## src/rtl/conware_pkg.sv

```systemverilog
// Shared types and constants for the conware cell-row to AXI4-Stream video path.
// Latency: n/a (package only).
// Backpressure: n/a. Provides the output state encoding, clog2 helper and default beat geometry.
package conware_pkg;

    // Output stage states: nothing presented, or a row being sent beat by beat.
    typedef enum logic [0:0] {
        ST_IDLE = 1'b0,
        ST_SEND = 1'b1
    } out_state_e;

    // Ceiling log2, never less than 1 so it is always usable as a vector width.
    function automatic int clog2(input int n);
        int r;
        r = 0;
        while ((1 << r) < n) r = r + 1;
        if (r == 0) r = 1;
        return r;
    endfunction

    // Default row geometry; modules with other parameters derive their own copies.
    localparam int DEF_WIDTH = 64;
    localparam int DEF_PPB   = 2;
    localparam int BEATS     = DEF_WIDTH / DEF_PPB;
    localparam int BEAT_W    = clog2(BEATS);

endpackage

```

## src/rtl/conware_row_fifo.sv

```systemverilog
// Row FIFO: DEPTH entries of WIDTH-bit cell rows, synchronous push/pop, async active-high reset.
// Latency: a pushed row is visible on rd_data/empty one cycle after the push edge.
// Backpressure: push is ignored when full, pop is ignored when empty; no pass-through when full.
// Ports: clk, rst, push/wr_data (write side), pop/rd_data (read side, show-ahead), full, empty, count.
module conware_row_fifo
    import conware_pkg::*;
#(
    parameter int WIDTH = 64,
    parameter int DEPTH = 2
) (
    input  logic                      clk,
    input  logic                      rst,
    input  logic                      push,
    input  logic [WIDTH-1:0]          wr_data,
    input  logic                      pop,
    output logic [WIDTH-1:0]          rd_data,
    output logic                      full,
    output logic                      empty,
    output logic [clog2(DEPTH):0]     count
);

    localparam int PTR_W = clog2(DEPTH);
    localparam int CNT_W = clog2(DEPTH) + 1;

    logic [WIDTH-1:0] mem [DEPTH];
    logic [PTR_W-1:0] wr_ptr_q, wr_ptr_d;
    logic [PTR_W-1:0] rd_ptr_q, rd_ptr_d;
    logic [CNT_W-1:0] count_q, count_d;
    logic             push_ok;
    logic             pop_ok;

    assign full    = (count_q == CNT_W'(DEPTH));
    assign empty   = (count_q == '0);
    assign count   = count_q;
    assign rd_data = mem[rd_ptr_q];

    always_comb begin
        push_ok  = push & ~full;
        pop_ok   = pop & ~empty;
        // DEPTH is a power of two, so the pointers wrap by plain overflow.
        wr_ptr_d = push_ok ? wr_ptr_q + PTR_W'(1) : wr_ptr_q;
        rd_ptr_d = pop_ok  ? rd_ptr_q + PTR_W'(1) : rd_ptr_q;
        count_d  = count_q;
        case ({push_ok, pop_ok})
            2'b10:   count_d = count_q + CNT_W'(1);
            2'b01:   count_d = count_q - CNT_W'(1);
            default: count_d = count_q;
        endcase
    end

    always_ff @(posedge clk or posedge rst) begin
        if (rst) begin
            wr_ptr_q <= '0;
            rd_ptr_q <= '0;
            count_q  <= '0;
        end else begin
            wr_ptr_q <= wr_ptr_d;
            rd_ptr_q <= rd_ptr_d;
            count_q  <= count_d;
        end
    end

    // Storage needs no reset: an entry is only read after it has been written.
    always_ff @(posedge clk) begin
        if (push_ok) mem[wr_ptr_q] <= wr_data;
    end

endmodule

```

## src/rtl/cells2axis_video.sv

```systemverilog
// Cell rows to AXI4-Stream video: buffers rows, expands each cell bit to a colour pixel, PPB pixels per beat.
// Latency: row accepted on E0 into an empty FIFO is popped on E1; TVALID high the cycle after E1.
// Backpressure: in_ready = FIFO not full; output holds TDATA/TLAST/TUSER while TVALID && !TREADY.
// Ports: clk/rst, alive_color/dead_color (latched per frame), in_data/in_valid/in_ready (row input),
//        M_AXIS_* (video master, TUSER = start of frame, TLAST = end of line), frame_done pulse.
module cells2axis_video
    import conware_pkg::*;
#(
    parameter int DWIDTH = 32,
    parameter int WIDTH  = 64,
    parameter int HEIGHT = 48,
    parameter int PPB    = 2,
    parameter int DEPTH  = 2
) (
    input  logic                    clk,
    input  logic                    rst,
    input  logic [DWIDTH-1:0]       alive_color,
    input  logic [DWIDTH-1:0]       dead_color,
    input  logic [WIDTH-1:0]        in_data,
    input  logic                    in_valid,
    output logic                    in_ready,
    output logic [DWIDTH*PPB-1:0]   M_AXIS_TDATA,
    output logic                    M_AXIS_TVALID,
    input  logic                    M_AXIS_TREADY,
    output logic                    M_AXIS_TLAST,
    output logic                    M_AXIS_TUSER,
    output logic                    frame_done
);

    localparam int ROW_BEATS  = WIDTH / PPB;
    localparam int ROW_BEAT_W = clog2(ROW_BEATS);
    localparam int ROW_W      = clog2(HEIGHT);
    localparam int IDX_W      = clog2(WIDTH);
    localparam int CNT_W      = clog2(DEPTH) + 1;

    out_state_e              state_q, state_d;
    logic [ROW_BEAT_W-1:0]   beat_q, beat_d;
    logic [ROW_W-1:0]        row_q, row_d;
    logic [WIDTH-1:0]        row_data_q, row_data_d;
    logic [DWIDTH-1:0]       alive_q, alive_d;
    logic [DWIDTH-1:0]       dead_q, dead_d;

    logic [WIDTH-1:0]        fifo_rd_data;
    logic                    fifo_full;
    logic                    fifo_empty;
    logic [CNT_W-1:0]        fifo_count;
    logic                    fifo_push;
    logic                    fifo_pop;
    logic                    row_waiting;
    logic                    hs;
    logic                    last_beat;
    logic                    last_row;
    logic [IDX_W-1:0]        col;

    assign in_ready    = ~rst & ~fifo_full;
    assign fifo_push   = in_valid & in_ready;
    assign row_waiting = (fifo_count != '0);
    assign hs          = (state_q == ST_SEND) & M_AXIS_TREADY;
    assign last_beat   = (beat_q == ROW_BEAT_W'(ROW_BEATS - 1));
    assign last_row    = (row_q == ROW_W'(HEIGHT - 1));

    conware_row_fifo #(
        .WIDTH (WIDTH),
        .DEPTH (DEPTH)
    ) u_row_fifo (
        .clk     (clk),
        .rst     (rst),
        .push    (fifo_push),
        .wr_data (in_data),
        .pop     (fifo_pop),
        .rd_data (fifo_rd_data),
        .full    (fifo_full),
        .empty   (fifo_empty),
        .count   (fifo_count)
    );

    // State register.
    always_ff @(posedge clk or posedge rst) begin
        if (rst) state_q <= ST_IDLE;
        else     state_q <= state_d;
    end

    // Next state: a last-beat handshake with another row waiting stays in SEND (no bubble).
    always_comb begin
        state_d = state_q;
        case (state_q)
            ST_IDLE: if (!fifo_empty) state_d = ST_SEND;
            ST_SEND: if (hs && last_beat && fifo_empty) state_d = ST_IDLE;
            default: state_d = ST_IDLE;
        endcase
    end

    // Datapath next values: pop, beat/row counters and the per-frame colour latch.
    always_comb begin
        fifo_pop   = row_waiting & ((state_q == ST_IDLE) | (hs & last_beat));
        beat_d     = beat_q;
        row_d      = row_q;
        row_data_d = row_data_q;
        alive_d    = alive_q;
        dead_d     = dead_q;
        if (fifo_pop)  beat_d = '0;
        else if (hs)   beat_d = beat_q + ROW_BEAT_W'(1);
        if (hs && last_beat) row_d = last_row ? '0 : row_q + ROW_W'(1);
        if (fifo_pop) begin
            row_data_d = fifo_rd_data;
            // row_d is the index of the row being popped, in both IDLE and turnaround.
            if (row_d == '0) begin
                alive_d = alive_color;
                dead_d  = dead_color;
            end
        end
    end

    always_ff @(posedge clk or posedge rst) begin
        if (rst) begin
            beat_q     <= '0;
            row_q      <= '0;
            row_data_q <= '0;
            alive_q    <= '0;
            dead_q     <= '0;
        end else begin
            beat_q     <= beat_d;
            row_q      <= row_d;
            row_data_q <= row_data_d;
            alive_q    <= alive_d;
            dead_q     <= dead_d;
        end
    end

    // Outputs. TLAST/TUSER are qualified by TVALID so they read 0 in reset and IDLE.
    always_comb begin
        col           = '0;
        M_AXIS_TDATA  = '0;
        M_AXIS_TVALID = (state_q == ST_SEND);
        M_AXIS_TLAST  = M_AXIS_TVALID & last_beat;
        M_AXIS_TUSER  = M_AXIS_TVALID & (row_q == '0) & (beat_q == '0);
        frame_done    = hs & last_beat & last_row;
        for (int k = 0; k < PPB; k++) begin
            col = IDX_W'(int'(beat_q) * PPB + k);
            M_AXIS_TDATA[k*DWIDTH +: DWIDTH] = row_data_q[col] ? alive_q : dead_q;
        end
    end

endmodule

```

## config.mk

```make
export PLATFORM = sky130hd
export DESIGN_NAME = cells2axis_video
export DESIGN_NICKNAME = d
export VERILOG_FILES = /design/src/rtl/conware_pkg.sv /design/src/rtl/conware_row_fifo.sv /design/src/rtl/cells2axis_video.sv
export SDC_FILE = /design/constraint.sdc
export NUM_CORES = 1
export LEC_CHECK = 0
export CORE_ASPECT_RATIO = 1.25
export CORE_MARGIN = 4
export CORE_UTILIZATION = 40
export DETAILED_ROUTE_END_ITERATION = 8
export MAX_ROUTING_LAYER = met4
export PLACE_DENSITY_LB_ADDON = 0.08
export REMOVE_ABC_BUFFERS = 1
export SLEW_MARGIN = 20
export SYNTH_ARGS = -nofsm -noshare
export SYNTH_HDL_FRONTEND = slang
export SYNTH_HIERARCHICAL = 1
export SYNTH_SLANG_ARGS = --single-unit
export TNS_END_PERCENT = 30
```

## constraint.sdc

```tcl
create_clock -name clk -period 4.9 [get_ports clk]
set_input_delay 0.98 -clock clk [delete_from_list [all_inputs] [get_ports clk]]
set_output_delay 0.98 -clock clk [all_outputs]
set_load 0.03 [all_outputs]
```

==> run summary <==
Number of cells in the finished layout apart from fillers: 1339. The part of the Yosys area used for sequential elements is 0.625, and the number of warning messages in the yosys log is 6. For this design the ratio of total power to cell area is 469 nW/um2. The startpoint identified for the worst register-to-register timing path is beat_q[1]$_DFFE_PP0P_. The minimum clock period after layout was 4640 ps. The number of max-slew violations in the final report was 0; the total wire length after detailed routing was 24600 um.

The largest driver fanout on the critical path is 32, and the share of the clock period used by the worst path is 0.947. The switching part of the total was 0.279; the clock power share was 0.296. Max capacitance violation total: 0. The starting density of the core was 0.406; the die width was 162 um. The final worst hold slack was 503 ps.

The total of buffers placed on input and output ports works out to 200. First-pass GRT wire length: 39200 um. Static timing analysis puts the maximum clock frequency at 216 MHz. The final number of hold-violating endpoints is 0. The endpoint of the worst-slack reg-to-reg timing path is alive_q[22]$_DFFE_PP0P_.

The die span in y came out at 201 um. The clock drives 272 sinks. For this block, the via count after detailed routing is 6709. The area overhead of the layout relative to synthesis works out to 28.4%. Leaving out fill and tap cells, the most frequent cells in the layout are 200 x sky130_fd_sc_hd__clkdlybuf4s50_1, 184 x sky130_fd_sc_hd__mux2_2, 143 x sky130_fd_sc_hd__dfrtp_1. For the number of antenna-violating nets in the routed design, the log shows 0. A synthesized cell averages 16.7 um2. Number of synthesized register bits: 272. For the cell count after synthesis, the log shows 714.

Yosys attributes the largest share of cell area to sky130_fd_sc_hd__edfxtp_1 32%, sky130_fd_sc_hd__dfrtp_1 30%, sky130_fd_sc_hd__mux2_2 17%. After detailed placement, the design holds a cell count of 1285. The run gives 5 as the number of iterations in the first detailed-routing pass.

The vias per cell was 5.01. Entering global routing, the biggest net connects 107 pins. Number of instances on the worst hold path: 1. For the pin with the worst max-slew slack, the measured transition is 963 ps. The post-synthesis async set-or-reset flop share came out at 0.529. The tools report the switching power summed over all nets as 2.00 mW. The logs give 0.358 for the worst max-slew margin expressed relative to the limit and 201 for the top-level port count.

The worst hold path terminates at row_data_q[10]$_DFFE_PP0P_. After clock tree synthesis, the clock-pin slew on the worst setup and hold paths is 60 ps. The startpoint identified for the worst hold timing path is row_data_q[10]$_DFFE_PP0P_. The arrival time at the worst endpoint was 3660 ps; the number of enable-type register cells in the synthesized netlist was 128.

The global-route usage over all layers came out at 0.152. The cell depth of the worst flop-to-flop path was 10; the HPWL reported at the end of detailed placement was 16800 um. The die footprint is 32600 um2, and the core area is 29300 um2.

The number of different library cells used by synthesis comes to 43. Leaving out fill and tap cells, the most frequent cell in the layout is sky130_fd_sc_hd__clkdlybuf4s50_1. TritonCTS built the clock tree.

The path type of the worst min-delay path was reg -> reg. Summed over all instances, the cell type with the most area after synthesis is sky130_fd_sc_hd__edfxtp_1. The number of fillers in the final layout was 2468; the violation count after the first detailed-routing iteration was 317. In this run, post-CTS hold repair placed 0 buffers. Across all register-to-register paths, the minimum setup slack is 1530 ps. The internal portion of the total power is 5.17 mW.

The ratio of cells with drive above 1 in the final layout came out at 0.320. The launching instance or port of the critical path was beat_q[1]$_DFFE_PP0P_. The number of global-route vias before repair came out at 7073. Number of placement rows: 70. The cell area that synthesis handed to floorplanning was 11900 um2. The logs give 0 for the number of antenna violations at the first check in global routing and 0 for the remaining global-route overflow. The clock passes through at most 3 buffers. Setup repair after global routing left no endpoint under its margin. At the end of the flow, the number of nets in the layout was 1059. By startpoint and endpoint, the worst setup path is classified as reg -> out. The leakage power figure is 6.38 nW. STA classifies the critical path endpoint as an output port. The count of inserted antenna diode cells is 0, and the final worst clock skew is 8.89 ps. Clock tree synthesis inserted a total of 28 buffers.

The later pin in the worst-skew pair is clocked with a latency of 530 ps. The top cell type's share of synthesized area was 0.323. The worst setup path is launched from a flip-flop. The congestion estimate from routability-driven global placement came to 0.831.

At the worst endpoint, the required time is 3920 ps. The relative contribution of sequential cells to total power was 0.440. The most used flip-flop cell after synthesis is sky130_fd_sc_hd__dfrtp_1. Once the clock tree was built, the resizer swapped 0 gates to a different size. The tools report the number of H-tree levels as 1. Library cell used as clock root buffer: sky130_fd_sc_hd__clkbuf_16.

The tools report the largest vdd supply drop as 0.330 mV. For this run, design rule violations remaining after detail routing come to 0. After clock tree synthesis, the setup repair step added 0 buffers. The run finished with clean final reports. The post-detailed-route wirelength per cell works out to 18.3 um. Setup violations remaining at the end of the flow were counted as 0. The logs give 0.264 for the proportion of power drawn by combinational gates and 0 ps for the setup total negative slack.
[logic make-up (layout without fill, tap and decap cells)]
kind of cell,count (synthesis),in the layout,synth area share
AO/OA/AOI/OAI,29,29,0.0177
XOR/XNOR,9,9,0.00662
adder cells (fa/ha/maj),6,6,0.00630
buffers and inverters,48,277,0.0257
flip-flops,272,272,0.625
multiplexers,292,292,0.293
AND/OR/NAND/NOR,58,58,0.0251
[routing by layer]
metal,share of wire,GRT usage,wire length (um),vias up
met5,0,-,0,-
met4,0.021,0.0372,528,0
met3,0.056,0.0244,1370,44
met2,0.49,0.252,12000,232
met1,0.43,0.196,10600,3351
li1,-,-,-,3082
[critical path, stage by stage, from the launching register on]
cell	delay, ps
sky130_fd_sc_hd__dfrtp_1	570
sky130_fd_sc_hd__buf_4	230
sky130_fd_sc_hd__mux2i_1	80
sky130_fd_sc_hd__mux4_2	500
sky130_fd_sc_hd__a22oi_1	280
sky130_fd_sc_hd__o221ai_4	140
sky130_fd_sc_hd__buf_4	290
sky130_fd_sc_hd__mux2_2	320
sky130_fd_sc_hd__clkdlybuf4s50_1	680
[metrics by stage]
step | total power [mW] | area, um2 | worst slack [ps] | util
finish | 7.17 | 15300 | 262 | 0.521
global route | 7.56 | 15300 | 85.2 | 0.521
CTS | 7.29 | 15300 | 0.324 | 0.520
detailed placement | 5.12 | 14300 | 571 | 0.488
global placement | 5.06 | 14300 | 640 | 0.488
floorplan | 4.51 | 11600 | 8.96 | -
[sequential cells by signal, indices dropped and copies added (netlist names)]
| register | cells |
|---|---|
| u_row_fifo/wr_ptr_q | 1 |
| row_q | 6 |
| row_data_q | 64 |
| M_AXIS_TVALID | 1 |
| u_row_fifo/mem | 128 |
| beat_q | 5 |
| u_row_fifo/count | 2 |
| u_row_fifo/rd_ptr_q | 1 |
| alive_q | 32 |
| dead_q | 32 |
[Yosys cell counts, drive strengths merged (5+ instances only)]
library cell  number
o21ai              7
clkbuf             9
mux2i             24
dfrtp            144
nand2             15
mux2             264
xor2               5
inv               10
edfxtp           128
ha                 6
buf               29
nor2              13
nand3             10
[power by group through the flow]
stage / Sequential (mW) / Clock, mW / Combinational (mW)
floorplan: 3.17 / 0 / 1.34
global placement: 3.19 / 0 / 1.86
detailed placement: 3.21 / 0 / 1.91
CTS: 3.17 / 2.20 / 1.92
global route: 3.21 / 2.30 / 2.05
finish: 3.15 / 2.13 / 1.89
[worst max-delay path by stage]
stage,slack (ps),cells after the start,to
final,260,8,M_AXIS_TDATA[30]
after global routing,90,8,M_AXIS_TDATA[30]
after CTS,0.3,7,M_AXIS_TDATA[63]
after detailed placement,570,7,M_AXIS_TDATA[38]
after global placement,640,7,M_AXIS_TDATA[48]
after floorplan,9,4,u_row_fifo/mem[0][0]$_DFFE_PP_
[layout make-up]
| class | count | area [um2] | area share |
|---|---|---|---|
| flip-flops and latches | 272 | 7450 | 0.487 |
| multi-input cells | 394 | 4190 | 0.274 |
| repair buffers | 215 | 2170 | 0.142 |
| clock buffers | 42 | 836 | 0.0547 |
| well taps | 396 | 495 | 0.0324 |
| clock inverters | 10 | 104 | 0.00679 |
| inverters | 10 | 42.5 | 0.00278 |
Note: power is estimated with default switching activity, not from simulation.
==> patch 1: new RTL, config.mk and constraints unchanged <==
The parameter `DWIDTH` goes from 32 to 40.
--- a/src/rtl/cells2axis_video.sv
+++ b/src/rtl/cells2axis_video.sv
@@ -6,7 +6,7 @@
 module cells2axis_video
     import conware_pkg::*;
 #(
-    parameter int DWIDTH = 32,
+    parameter int DWIDTH = 40,
     parameter int WIDTH  = 64,
     parameter int HEIGHT = 48,
     parameter int PPB    = 2,
Ports: changed (resized M_AXIS_TDATA, alive_color and dead_color); port bits go from 201 to 233. The function was not compared with the original's and may differ.
==> patch 1 against the unedited design <==
Critical path depth is the same; power is 4.5% higher; core utilization rose by 0.74 points; routed wire length is 8.4% higher; first-iteration DRC count is 5.4% lower; area after synthesis is 6.2% higher; cell area increased by 7.4%; sequential cell count is 16 higher; maximum frequency increased by 1.8%; largest cell class unchanged; sequential share of layout area fell by 0.93 points; setup slack better by 0.082 ns.
==> patch 1: results (changes against the unedited design) <==
- The proportion of power drawn by combinational gates was 27.2% (+0.8 points).
- The largest net degree at the start of global routing was 81 (-24%).
- The arrival time of data at the critical path endpoint was 3.58 ns (-0.08 ns).
- The static leakage power is 6.92 nW (+8.5%).
- The global-route total usage across every layer is 15.4% (+0.20 points).
- The flow ran to the end, and the final reports show no timing, DRC or antenna violations.
* Port Buf Inserts: 232 (+16%)
- HPWL after detailed placement: 18.2 mm (+8.2%)
* Maximum single-stage delay on the critical path: 0.63 ns (-0.05 ns)
- Global routing met3 resource utilization: 2.88% (+0.43 points)
- Met1 layer usage reported by global route: 20.7% (+1.2 points)
* Critical path fanouts, max: 40 (+25%)
- The met3 wire length was 1.54 mm (+12%).
- The power per standard cell area is 456 nW/um2 (-2.7%).
* Met2 routing resource usage after global routing: 24.5% (-0.72 points)
* Layout Skew: 0.0107 ns (+0.00186 ns)
- The final period demand of the worst path came to 4.56 ns (-0.0816 ns).
- The number of search-and-repair iterations in the first detailed-routing pass came to 4 (-1).
- First-pass GRT wire length: 41.5 mm (+5.7%)
- The via count normalized by instance count came to 4.95 (-1.2%).
- Wire length the detailed router placed on met1: 12.3 mm (+16%)
- The post-placement worst setup slack is 0.883 ns (+0.312 ns).
* Reg-to-Reg End: dead_q[7]
* Share of flip-flops with an asynchronous set or reset after synthesis: 55.6% (+2.6 points)
- Source of the worst register-to-register timing path: beat_q[3]
* Post-synthesis sequential area ratio: 62.1% (-0.46 points)
- The internal reg-to-reg setup slack was 1.28 ns (-0.25 ns).
- Leading post-synthesis cells by instance count: sky130_fd_sc_hd__mux2_2 (203), sky130_fd_sc_hd__dfrtp_1 (160), sky130_fd_sc_hd__edfxtp_1 (128)
* WHS: 0.504 ns (+0.000696 ns)
- The fraction of layout instances using a drive strength above 1 came to 31.4% (-0.64 points).
* Placer's final routability congestion estimate: 0.816 (-1.8%)
- The total number of vias came to 7102 (+5.9%).
- The count of placed standard cells including taps came to 1377 (+7.2%).
- Slew at the pin closest to its max-slew limit: 0.928 ns (-0.0342 ns)
- DR WL met2: 12.3 mm (+2.3%)
* WHS Endpoint: row_data_q[53]
* Sinks on Clock Net: 288 (+5.9%)
- Fin nets: 1156 (+9.2%)
- The number of standard cells after synthesis was 766 (+7.3%).
- The number of CTS-inserted buffers is 30 (+7.1%).
- The later-pin clock latency in the skew report was 0.55 ns (+0.02 ns).
patch 1: cell types whose count changed in the layout (fill, tap and decap cells not counted), moves of 5 or more:
cell / before / now
sky130_fd_sc_hd__clkdlybuf4s50_1: 200 / 232
sky130_fd_sc_hd__mux2_1: 30 / 43
sky130_fd_sc_hd__dfrtp_1: 143 / 159
sky130_fd_sc_hd__buf_12: 3 / 8
sky130_fd_sc_hd__buf_4: 11 / 6
sky130_fd_sc_hd__mux2_2: 184 / 203
patch 1: cells by family after synthesis:
logic type | after synthesis | share of synthesized area (%)
compound gates | 29 | 1.66
simple gates | 58 | 2.37
mux | 324 | 30.5
buf+inv | 52 | 2.21
fa+ha+maj | 6 | 0.594
flops | 288 | 62.1
xor+xnor | 9 | 0.624
patch 1: cell type report:
class	count	area (um2)
clock buffers	38	791
well taps	407	509
fillers	2599	14700
repair buffers	246	2530
diodes	1	2.50
inverters	10	42.5
multi-input cells	426	4550
clock inverters	18	151
flip-flops and latches	288	7850
==> patch 2: new RTL, same settings <==
Without the edit above. `row_data_q` no longer has a reset.
--- a/src/rtl/cells2axis_video.sv
+++ b/src/rtl/cells2axis_video.sv
@@ -115,16 +115,18 @@
         if (rst) begin
             beat_q     <= '0;
             row_q      <= '0;
-            row_data_q <= '0;
             alive_q    <= '0;
             dead_q     <= '0;
         end else begin
             beat_q     <= beat_d;
             row_q      <= row_d;
-            row_data_q <= row_data_d;
             alive_q    <= alive_d;
             dead_q     <= dead_d;
         end
+    end
+
+    always_ff @(posedge clk) begin
+        row_data_q <= row_data_d;
     end
 
     // Outputs. TLAST/TUSER are qualified by TVALID so they read 0 in reset and IDLE.
Function: same outputs for any inputs over 4 cycles, from zero or initial values and one cycle with rst high; that may be too few to reach the edited logic, so the function may still have changed.
==> patch 2 against the unedited design <==
Global-route usage decreased by 0.15 points; core utilization increased by 0.67 points; largest cell class unchanged; area after synthesis decreased by 1.3%; via count decreased by 7.3%; sequential cell count unchanged; routed wire length decreased by 1.3%; cell area decreased by 1.1%; synthesized cell count decreased by 8.3%; die area decreased by 1.3%; setup slack improved by 0.0056 ns.
Power is not compared: it rests on default switching activity, and its combinational part moved more than twofold at a synthesized area within 25%.
==> patch 2: results (changes against the unedited design) <==
- Adder-cell share of the synthesized area: 0.639% (+0.0086 points)
- Worst setup slack before clock tree synthesis: 0.605 ns (+0.0334 ns)
* Ratio of cells with drive above 1 in the final layout: 29.8% (-2.3 points)
- The maximum clock skew at final layout was 0.00751 ns (-0.00138 ns).
- The share of flip-flops with an asynchronous set or reset after synthesis is 29.4% (-24 points).
- Clock buffer count: 34 (-19%)
* WHS Endpoint: dead_q[15]
* Distinct cell type count of the synthesized netlist: 40 (-7.0%)
- Reg-to-reg setup timing slack: 1.00 ns (-0.53 ns)
- The run finished with clean final reports.
- WHS: 0.528 ns (+0.0243 ns)
- Worst hold start: dead_q[15]
- The via count normalized by instance count came to 4.86 (-3.0%).
- Fin nets: 1006 (-5.0%)
* First-pass GRT wire length: 37.7 mm (-3.9%)
- The number of flops mapped to enable cells by yosys is 192 (+50%).
- Num CTS Buffers: 29 (+3.6%)
* Number of global-route vias before repair: 6799 (-3.9%)
- The arrival time of data at the critical path endpoint is 3.65 ns (about the same).
* Overall global routing resource usage: 15.0% (-0.15 points)
* Placer's final routability congestion estimate: 0.749 (-9.9%)
- The area of placed instances came to 14200 um2 (-1.1%).
* Seq Cell Count: 272 (unchanged)
* Pin count of the biggest net entering global routing: 70 (-35%)
- Leading post-synthesis cells by instance count: sky130_fd_sc_hd__edfxtp_1 (192), sky130_fd_sc_hd__mux2_4 (111), sky130_fd_sc_hd__mux2_2 (84)
- Number of inserted filler cells in the final layout: 2376 (-3.7%)
- DR WL met2: 12.2 mm (+0.89%)
- The number of multi-input combinational cells in the layout was 343 (-13%).
- Met2 routing resource usage after global routing: 26.1% (+0.84 points)
* Relative area of non-clock buffer cells in the final design: 14.3% (+0.054 points)
- Max transition margin: 37.0% (+1.2 points)
- Final clock-cell share: 6.37% (+0.22 points)
## patch 2: cell count changes after synthesis, sizes merged, moves of 3 or more
cell | unedited run | this run
clkbuf | 9 | 6
mux2i | 24 | 32
nor3 | 1 | 4
buf | 29 | 26
a221oi | 4 | 0
nand4 | 1 | 4
mux2 | 264 | 195
edfxtp | 128 | 192
dfrtp | 144 | 80
mux4 | 4 | 0
nand3 | 10 | 7
a22oi | 2 | 12
o22ai | 4 | 0
a21oi | 4 | 11
## patch 2: worst max-delay path by stage
stage	from	to	slack, ns	depth (start not counted)
2_1_floorplan	beat_q[1]	u_row_fifo/count[1]	-1.55	9
3_3_place_gp	M_AXIS_TREADY	dead_q[29]	0.67	8
3_5_place_dp	M_AXIS_TREADY	dead_q[29]	0.60	8
4_1_cts	beat_q[0]	M_AXIS_TDATA[55]	0.19	8
5_1_grt	beat_q[3]	M_AXIS_TDATA[53]	0.004	8
6_report	beat_q[0]	M_AXIS_TDATA[53]	0.27	8
